### config.mk
export PLATFORM = sky130hd
export DESIGN_NAME = mem_master
export DESIGN_NICKNAME = d
export VERILOG_FILES = /design/src/rtl/mem_pkg.sv /design/src/rtl/mem_master.sv
export SDC_FILE = /design/constraint.sdc
export NUM_CORES = 1
export LEC_CHECK = 0
export CORE_ASPECT_RATIO = 1.2
export CORE_UTILIZATION = 46
export DETAILED_ROUTE_END_ITERATION = 10
export HOLD_SLACK_MARGIN = 0.15
export PLACE_DENSITY = 0.83
export SKIP_CTS_REPAIR_TIMING = 1
export SLEW_MARGIN = 20
export SYNTH_ARGS = -nofsm -noshare
export SYNTH_HDL_FRONTEND = slang
export SYNTH_SLANG_ARGS = --single-unit
### constraint.sdc
create_clock -name clk -period 1.8 [get_ports clk]
set_input_delay 0.36 -clock clk [delete_from_list [all_inputs] [get_ports clk]]
set_output_delay 0.36 -clock clk [all_outputs]
set_load 0.05 [all_outputs]
### src/rtl/mem_pkg.sv
// Shared memory-interface constants and the bus-initiator state encoding.
// Used by the memory responder and by mem_master.
package mem_pkg;

  localparam int WIDTH      = 8;
  localparam int ADDR_WIDTH = 4;
  localparam int DEPTH      = 1 << ADDR_WIDTH;

  typedef enum logic [2:0] {
    IDLE  = 3'd0,
    FETCH = 3'd1,
    REQ   = 3'd2,
    WAIT  = 3'd3,
    DONE  = 3'd4
  } mem_master_state_t;

endpackage : mem_pkg

### src/rtl/mem_master.sv
// Burst bus initiator: one single-cycle valid request per address, write data
// pulled from a host stream, read data pushed out as one-cycle pulses.
module mem_master
  import mem_pkg::*;
#(
  parameter int WIDTH      = mem_pkg::WIDTH,
  parameter int ADDR_WIDTH = mem_pkg::ADDR_WIDTH,
  parameter int LEN_W      = 5,
  parameter int TIMEOUT    = 15
) (
  input  logic                  clk,
  input  logic                  rst,
  // host command
  input  logic                  cmd_valid,
  output logic                  cmd_ready,
  input  logic                  cmd_wr_rd,
  input  logic [ADDR_WIDTH-1:0] cmd_addr,
  input  logic [LEN_W-1:0]      cmd_len,
  // host write-data stream
  input  logic                  wd_valid,
  output logic                  wd_ready,
  input  logic [WIDTH-1:0]      wd_data,
  // host read-data stream
  output logic                  rd_valid,
  output logic [WIDTH-1:0]      rd_data,
  output logic                  done,
  output logic                  err,
  // memory side (initiator view of mem_intrf)
  output logic                  valid,
  output logic                  wr_rd,
  output logic [ADDR_WIDTH-1:0] addr,
  output logic [WIDTH-1:0]      wdata,
  input  logic [WIDTH-1:0]      rdata,
  input  logic                  ready
);

  localparam int                TCNT_W   = $clog2(TIMEOUT + 1);
  localparam logic [TCNT_W-1:0] TCNT_MAX = TCNT_W'(TIMEOUT);

  mem_master_state_t     state_q, state_d;
  logic                  wr_rd_q, wr_rd_d;
  logic [ADDR_WIDTH-1:0] addr_q, addr_d;
  logic [WIDTH-1:0]      wdata_q, wdata_d;
  logic [LEN_W-1:0]      len_q, len_d;
  logic [TCNT_W-1:0]     tcnt_q, tcnt_d;
  logic                  err_q, err_d;
  logic                  rd_valid_q, rd_valid_d;
  logic [WIDTH-1:0]      rd_data_q, rd_data_d;

  always_comb begin
    // NOTE: every signal assigned here gets a default first, so no path can
    // leave one unassigned and infer a latch.
    state_d    = state_q;
    wr_rd_d    = wr_rd_q;
    addr_d     = addr_q;
    wdata_d    = wdata_q;
    len_d      = len_q;
    tcnt_d     = tcnt_q;
    err_d      = err_q;
    rd_valid_d = 1'b0;
    rd_data_d  = rd_data_q;

    unique case (state_q)
      IDLE: begin
        if (cmd_valid) begin
          wr_rd_d = cmd_wr_rd;
          addr_d  = cmd_addr;
          len_d   = cmd_len;
          err_d   = 1'b0;
          if (cmd_len == '0)  state_d = DONE;
          else if (cmd_wr_rd) state_d = FETCH;
          else                state_d = REQ;
        end
      end

      FETCH: begin
        if (wd_valid) begin
          wdata_d = wd_data;
          state_d = REQ;
        end
      end

      REQ: begin
        tcnt_d  = '0;
        state_d = WAIT;
      end

      WAIT: begin
        if (ready) begin
          if (!wr_rd_q) begin
            rd_data_d  = rdata;
            rd_valid_d = 1'b1;
          end
          addr_d = addr_q + ADDR_WIDTH'(1);
          len_d  = len_q - LEN_W'(1);
          if (len_q == LEN_W'(1)) state_d = DONE;
          else if (wr_rd_q)       state_d = FETCH;
          else                    state_d = REQ;
        end else begin
          // Saturating: the counter parks at TIMEOUT instead of wrapping.
          if (tcnt_q != TCNT_MAX) tcnt_d = tcnt_q + TCNT_W'(1);
          if (tcnt_d == TCNT_MAX) begin
            err_d   = 1'b1;
            state_d = DONE;
          end
        end
      end

      DONE:    state_d = IDLE;
      default: state_d = IDLE;
    endcase
  end

  // NOTE: state registers use non-blocking assignments so every flop samples
  // the pre-edge value of its neighbours, independent of statement order.
  always_ff @(posedge clk) begin
    if (rst) begin
      state_q    <= IDLE;
      wr_rd_q    <= 1'b0;
      addr_q     <= '0;
      wdata_q    <= '0;
      len_q      <= '0;
      tcnt_q     <= '0;
      err_q      <= 1'b0;
      rd_valid_q <= 1'b0;
      rd_data_q  <= '0;
    end else begin
      state_q    <= state_d;
      wr_rd_q    <= wr_rd_d;
      addr_q     <= addr_d;
      wdata_q    <= wdata_d;
      len_q      <= len_d;
      tcnt_q     <= tcnt_d;
      err_q      <= err_d;
      rd_valid_q <= rd_valid_d;
      rd_data_q  <= rd_data_d;
    end
  end

  // valid comes only from the single-cycle REQ state, so it can never be
  // high on two consecutive cycles.
  assign cmd_ready = (state_q == IDLE) && !rst;
  assign wd_ready  = (state_q == FETCH);
  assign valid     = (state_q == REQ);
  assign done      = (state_q == DONE);
  assign wr_rd     = wr_rd_q;
  assign addr      = addr_q;
  assign wdata     = wdata_q;
  assign err       = err_q;
  assign rd_valid  = rd_valid_q;
  assign rd_data   = rd_data_q;

endmodule : mem_master

==> run_results.csv, run 1 <==
group,metric,value,unit
outcome,status,"complete, no violations",
clocking,ctsHtreeMaxLevel,2,
synthesis,synth_top_family_by_area,"simple AND/OR/NAND/NOR gates",
routing,dr.first_iter.drc_count,93,
setup_path,cp_max_fo,11,
setup_path,startpoint,"cmd_valid",
synthesis,synth_warnings,0,
synthesis,synth.mux.area_fraction,0.1068,
finish,layout_commonest_cell,"buf_4",
pwr,vdd_drop_max,587.4,uV
pwr,p_leak,1.010,nW
sta,clock_skew,3.480,ps
flow_run,cap_violations,0,
clocking,clkTransAtPathRegs,70,ps
clocking,cts_tree,"built",
finish,antennaDiodeCount,0,
setup_path,slowest_delay,470,ps
setup_path,crit_chain,"clkdlybuf4s50_1, or3b_4, a21o_2, a211oi_1, a211oi_1",
sta,hold_viol,0,
routing,ant_nets,0,
floorplanning,initial_core_util,0.4851,
finish,n_fill_cell,302,
floorplanning,dieWidth,58.97,um
placed_design,dp_cells,313,
finish,syn2layout_area_growth,43.51,%
grt,grt_pass1_vias,1620,
clocking,clk_latency,290,ps
finish,instances_no_fill,321,
sta,slew_headroom,0.6787,
floorplanning,die_area,4149,um2
finish,layout_common_cells,"38 x buf_4, 33 x dfxtp_1, 30 x clkdlybuf4s50_1",
sta,setup_slack,84.40,ps
synthesis,netlist_instances,201,
placed_design,port_buffers,57,
pwr,totalPowerFinal,2.197,mW
grt,grt_use_total,0.2197,
pwr,cellPowerDensity,854.3,nW/um2
grt,grt_max_degree,39,
setup_path,critPathCaptureType,"register",
synthesis,synth_compound_area_frac,0.1725,
sta,setup_violations,0,
synthesis,synth.avg_cell_area,8.914,um2
synthesis,synth_xor_area_frac,0.004888,
synthesis,ys.flop_type,"dfxtp_1",
finish,final_nets,303,
routing,vias,1687,
placed_design,dp_slack,-246.6,ps
setup_path,critical_path_required,1970,ps
sta,worst_pin_slew,476.0,ps
sta,maxSlewViolCount,0,
floorplanning,dieHeight,70.37,um
clocking,numCtsBuffers,5,
min_path,hold_class,"reg -> reg",
clocking,cts_buffer_depth,2,
finish,drive_gt1_frac,0.2491,
finish,final_util,0.6961,
grt,met1_usage,0.2751,
sta,fin_tns_setup,0,ps
clocking,cts_sinks,35,
routing,routed_wl,4242,um
synthesis,synthesis.area,1792,um2
grt,globalRouteMet3Util,0.05926,
setup_path,worstPathArrival,1890,ps
synthesis,syn-num-nets,236,
routing,drc_errors,0,
sta,period_share,0.9531,
setup_path,crit_path_top_delay_cell,"clkdlybuf4s50_1",
synthesis,synth_edf_count,0,
grt,busiest_layer,"met2",
sta,max_freq,582.9,MHz
placed_design,placed_area,2456,um2
sta,rsz0062_at_grt,"no",
grt,grt_util_met2,0.3548,
routing,viasPerCell,5.255,
synthesis,synth-simple-area-share,0.2430,
synthesis,yosysSeqAreaShare,0.3911,
sta,whs,457.6,ps
sta,finalCriticalPeriod,1716,ps
synthesis,synth-seq-cells,35,
grt,grt_pass1_wl,7044,um
min_path,min_from,"err$_SDFFE_PP0P_",
placed_design,gp_congestion,0.8760,
floorplanning,pin_count,58,
finish,finish.instance_area,2571,um2
floorplanning,coreArea,3694,um2
clocking,cts_root_buffer,"clkbuf_8",
placed_design,dp_hpwl,3033,um
synthesis,synth_cell_types,50,
synthesis,synth_adder_area_share,0.02793,
grt,antenna_found_initial,0,
floorplanning,row_count,24,
setup_path,r2r_start,"tcnt_q[0]$_SDFFE_PP0P_",
synthesis,async_flop_share,0,
setup_path,crit_top_cell,"a211oi_1",
routing,wl_per_cell,13.21,um
grt,grt_overflow_total,0,
setup_path,worstSetupPathType,"in -> reg",
setup_path,r2r_setup_slack,140,ps
routing,first_pass_iters,6,
setup_path,crit_path_start_kind,"primary input",
==> power breakdown <==
part           switching [mW]  leakage [nW]  internal, mW
Sequential             0.0584         0.285         0.829
Combinational           0.378         0.673         0.306
Clock                   0.276        0.0515         0.349
==> cells by family (layout without fill, tap and decap cells) <==
logic type               after synthesis  after routing
AO/OA/AOI/OAI                         45             45
XOR/XNOR                               1              1
adder cells (fa/ha/maj)                4              4
buffers and inverters                 18             86
flip-flops                            35             35
multiplexers                          19             19
AND/OR/NAND/NOR                       79             79
==> area by class of cell <==
type	count	area (um2)	area share
Clock buffer	8	100.1	0.03893
Tap cell	52	65.06	0.02530
Sequential cell	35	703.2	0.2735
Timing Repair Buffer	72	665.6	0.2589
Inverter	6	22.52	0.008759
Multi-Input combinational cell	148	1015	0.3946
==> sequential cells by signal, indices dropped and copies added (netlist names), 3 cells and up <==
name     cells
state_q      3
wdata        8
addr         4
rd_data      8
len_q        5
tcnt_q       4
==> final timing paths <==
path              depth (start not counted)                      end
setup / recovery                          5    len_q[0]$_SDFFE_PP0P_
hold / removal                            2         err$_SDFFE_PP0P_
setup reg to reg                          5  state_q[2]$_SDFFE_PP0P_
hold reg to reg                           2         err$_SDFFE_PP0P_
==> critical path: cells and delay by family <==
| family | cells | cell delay [ps] |
|---|---|---|
| AOI/OAI and AO/OA | 3 | 640 |
| and+or+nand+nor | 1 | 410 |
| buffers and inverters | 1 | 470 |
==> layer usage <==
metal,wire [um],share of wire
met5,0,0
met4,72,0.017
met3,218,0.051
met2,2009,0.47
met1,1942,0.46
==> synth_stat cells (2+ instances only) <==
cell type	instances	area share
nor2_1	26	0.054
buf_2	2	0.0056
mux2i_1	18	0.10
nor3b_1	3	0.013
a221oi_1	2	0.0098
and2_1	2	0.0070
and3b_1	2	0.0098
dfxtp_1	35	0.39
nand2_1	13	0.027
ha_1	4	0.028
nor3_1	8	0.022
inv_1	6	0.013
a211oi_1	5	0.021
o21ai_0	9	0.025
o32ai_1	3	0.015
clkbuf_1	5	0.010
nand3_1	3	0.0084
nand2b_1	4	0.014
a21oi_1	14	0.039
and3_1	3	0.010
a311oi_1	3	0.015
buf_6	3	0.019
No activity file was read; power rests on OpenSTA's default activity.
==> inputs of run 2 (changes only) <==
--- a/config.mk
+++ b/config.mk
@@ -6,11 +6,12 @@
 export NUM_CORES = 1
 export LEC_CHECK = 0
 export CORE_ASPECT_RATIO = 1.2
-export CORE_UTILIZATION = 46
+export CORE_UTILIZATION = 41
 export DETAILED_ROUTE_END_ITERATION = 10
 export HOLD_SLACK_MARGIN = 0.15
-export PLACE_DENSITY = 0.83
+export PLACE_DENSITY = 0.78
 export SKIP_CTS_REPAIR_TIMING = 1
+export SKIP_LAST_GASP = 1
 export SLEW_MARGIN = 20
 export SYNTH_ARGS = -nofsm -noshare
 export SYNTH_HDL_FRONTEND = slang
==> constraint.sdc (replaced) <==
create_clock -name clk -period 1.4 [get_ports clk]
set_input_delay 0.28 -clock clk [delete_from_list [all_inputs] [get_ports clk]]
set_output_delay 0.28 -clock clk [all_outputs]
set_load 0.05 [all_outputs]
==> run 2 against run 1 <==
Against the previous run: the flow now finishes with violations (negative setup slack); hold slack worse by 31 ps; combinational power is 100% higher; worst setup slack worse by 340 ps; critical path depth is 1 lower; register-to-register slack worse by 380 ps; clock power is 33% higher; global-route usage is 0.99 points higher; clock skew is 5.8 ps higher; wire length is 42% higher; sequential cell count stayed put; sequential share of layout area is 6.6 points lower; non-clock buffer count is 34 higher; largest cell class is now non-clock buffers; highest routed layer unchanged.
==> run_results.csv, run 2 (synthesis results as in run 1) <==
group,metric,value,unit
pwr,combinationalPowerShare,0.413,
pwr,cellPowerDensity,980.8,nW/um2
setup_path,critPathCaptureType,"primary output",
floorplanning,dieHeight,74.42,um
setup_path,worstSetupPathType,"reg -> out",
pwr,p_int,2.231,mW
clocking,cts_root_buffer,"clkbuf_8",
routing,drc_errors,0,
clocking,cts_sinks,35,
routing,first_pass_iters,4,
clocking,ctsHtreeMaxLevel,2,
finish,final_nets,338,
placed_design,port_buffers,57,
floorplanning,die_area,4639,um2
routing,viasPerCell,5.534,
routing,top_layer_used,"met4",
placed_design,dp_hpwl,3912,um
finish,layout_commonest_cell,"buf_4",
clocking,clkTransAtPathRegs,70,ps
grt,grt_pass1_wl,8335,um
floorplanning,coreArea,4066,um2
routing,ant_nets,0,
sta,hold_viol,0,
pwr,p_switching,1.141,mW
sta,period_share,1.181,
clocking,cts_tree,"built",
grt,grt_use_total,0.2295,
finish,instances_no_fill,358,
pwr,p_sw_frac,0.3384,
sta,finalCriticalPeriod,1654,ps
setup_path,crit_path_start_kind,"register",
floorplanning,pin_count,58,
pwr,clkPwrFrac,0.246,
sta,slew_headroom,0.7635,
finish,antennaDiodeCount,0,
finish,drive_gt1_frac,0.4507,
sta,setup_slack,-253.6,ps
setup_path,critical_path_required,1120,ps
clocking,numCtsBuffers,5,
placed_design,gp_congestion,0.8859,
sta,worst_pin_slew,351.5,ps
sta,setup_violations,24,
pwr,p_leak,1.340,nW
placed_design,dp_slack,-505.6,ps
sta,fin_tns_setup,-4382,ps
routing,met2_length,3220,um
sta,maxSlewViolCount,0,
sta,rsz0062_at_grt,"yes",
routing,routed_wl,6011,um
pwr,power_frac_seq,0.341,
flow_run,cap_violations,0,
grt,grt_pass1_vias,1906,
setup_path,worstPathArrival,1370,ps
pwr,vdd_drop_max,748.0,uV
sta,clock_skew,9.246,ps
grt,grt_overflow_total,0,
finish,syn2layout_area_growth,91.90,%
placed_design,dp_cells,339,
clocking,clk_latency,300,ps
outcome,status,"finished with violations",
routing,wl_per_cell,16.79,um
routing,dr.first_iter.drc_count,183,
finish,layout_common_cells,"39 x buf_4, 29 x buf_12, 28 x dfxtp_1, 28 x clkdlybuf4s50_1, 23 x nor2_1",
routing,wl_met3,404,um
routing,vias,1981,
routing,met1_length,2291,um
finish,n_fill_cell,222,
clocking,cts_buffer_depth,2,
floorplanning,initial_core_util,0.4406,
min_path,hold_class,"in -> reg",
setup_path,cp_max_fo,8,
grt,grt_max_degree,20,
outcome,violations,"negative setup slack",
grt,antenna_found_initial,0,
sta,max_freq,604.7,MHz
floorplanning,row_count,25,
floorplanning,dieWidth,62.35,um
-- run 2: changes by cell type in the layout (fill, tap and decap cells not counted), moves of 4 or more --
cell     change
dfxtp_1      -5
buf_6        +6
o21ai_1      +4
buf_12      +25
o21ai_0      -7
-- run 2: power groups by stage --
stage | clock network [mW] | logic (mW) | registers (mW)
floorplan | 0 | 0.495 | 1.26
global placement | 0 | 1.11 | 1.15
detailed placement | 0 | 1.13 | 1.16
CTS | 0.829 | 1.13 | 1.14
global route | 0.887 | 1.46 | 1.16
finish | 0.830 | 1.39 | 1.15
-- run 2: critical path, cell delays in order (launching register included) --
cell and delay (ps):
dfxtp_4 350, buf_12 130, or2_4 280, nor3_4 160, buf_12 160
-- run 2: per-layer routing --
metal,GRT usage,vias to the layer above
met1,0.2451,941
li1,-,934
met5,0,-
met3,0.06135,15
met4,0.08786,0
met2,0.4371,91
-- run 2: worst paths after layout --
check / from / end / slack [ps] / cells after the start
min: cmd_valid / state_q[0]$_SDFFE_PP0P_ / 430 / 4
min reg2reg: err$_SDFFE_PP0P_ / err$_SDFFE_PP0P_ / 500 / 2
max reg2reg: state_q[1]$_SDFFE_PP0P_ / wdata[6]$_SDFFE_PP0P_ / -240 / 7
max: state_q[1]$_SDFFE_PP0P_ / cmd_ready / -250 / 4
-- run 2: layout make-up --
class,instances,area (um2),share of cell area
Clock buffer,8,100.1,0.02911
Timing Repair Buffer,106,1276,0.3712
Tap cell,54,67.56,0.01965
Inverter,6,26.28,0.007642
Sequential cell,35,714.4,0.2078
Multi-Input combinational cell,149,1254,0.3646
-- run 2: metrics by stage --
stage	power [mW]	instance area (um2)	utilization	hold slack, ps
after floorplan	1.753	1837	-	423.1
after global placement	2.260	2988	0.7348	493.4
after detailed placement	2.285	2988	0.7348	498.4
after CTS	3.099	3088	0.7594	507.9
after global routing	3.500	3438	0.8455	468.8
final	3.372	3438	0.8455	427.0
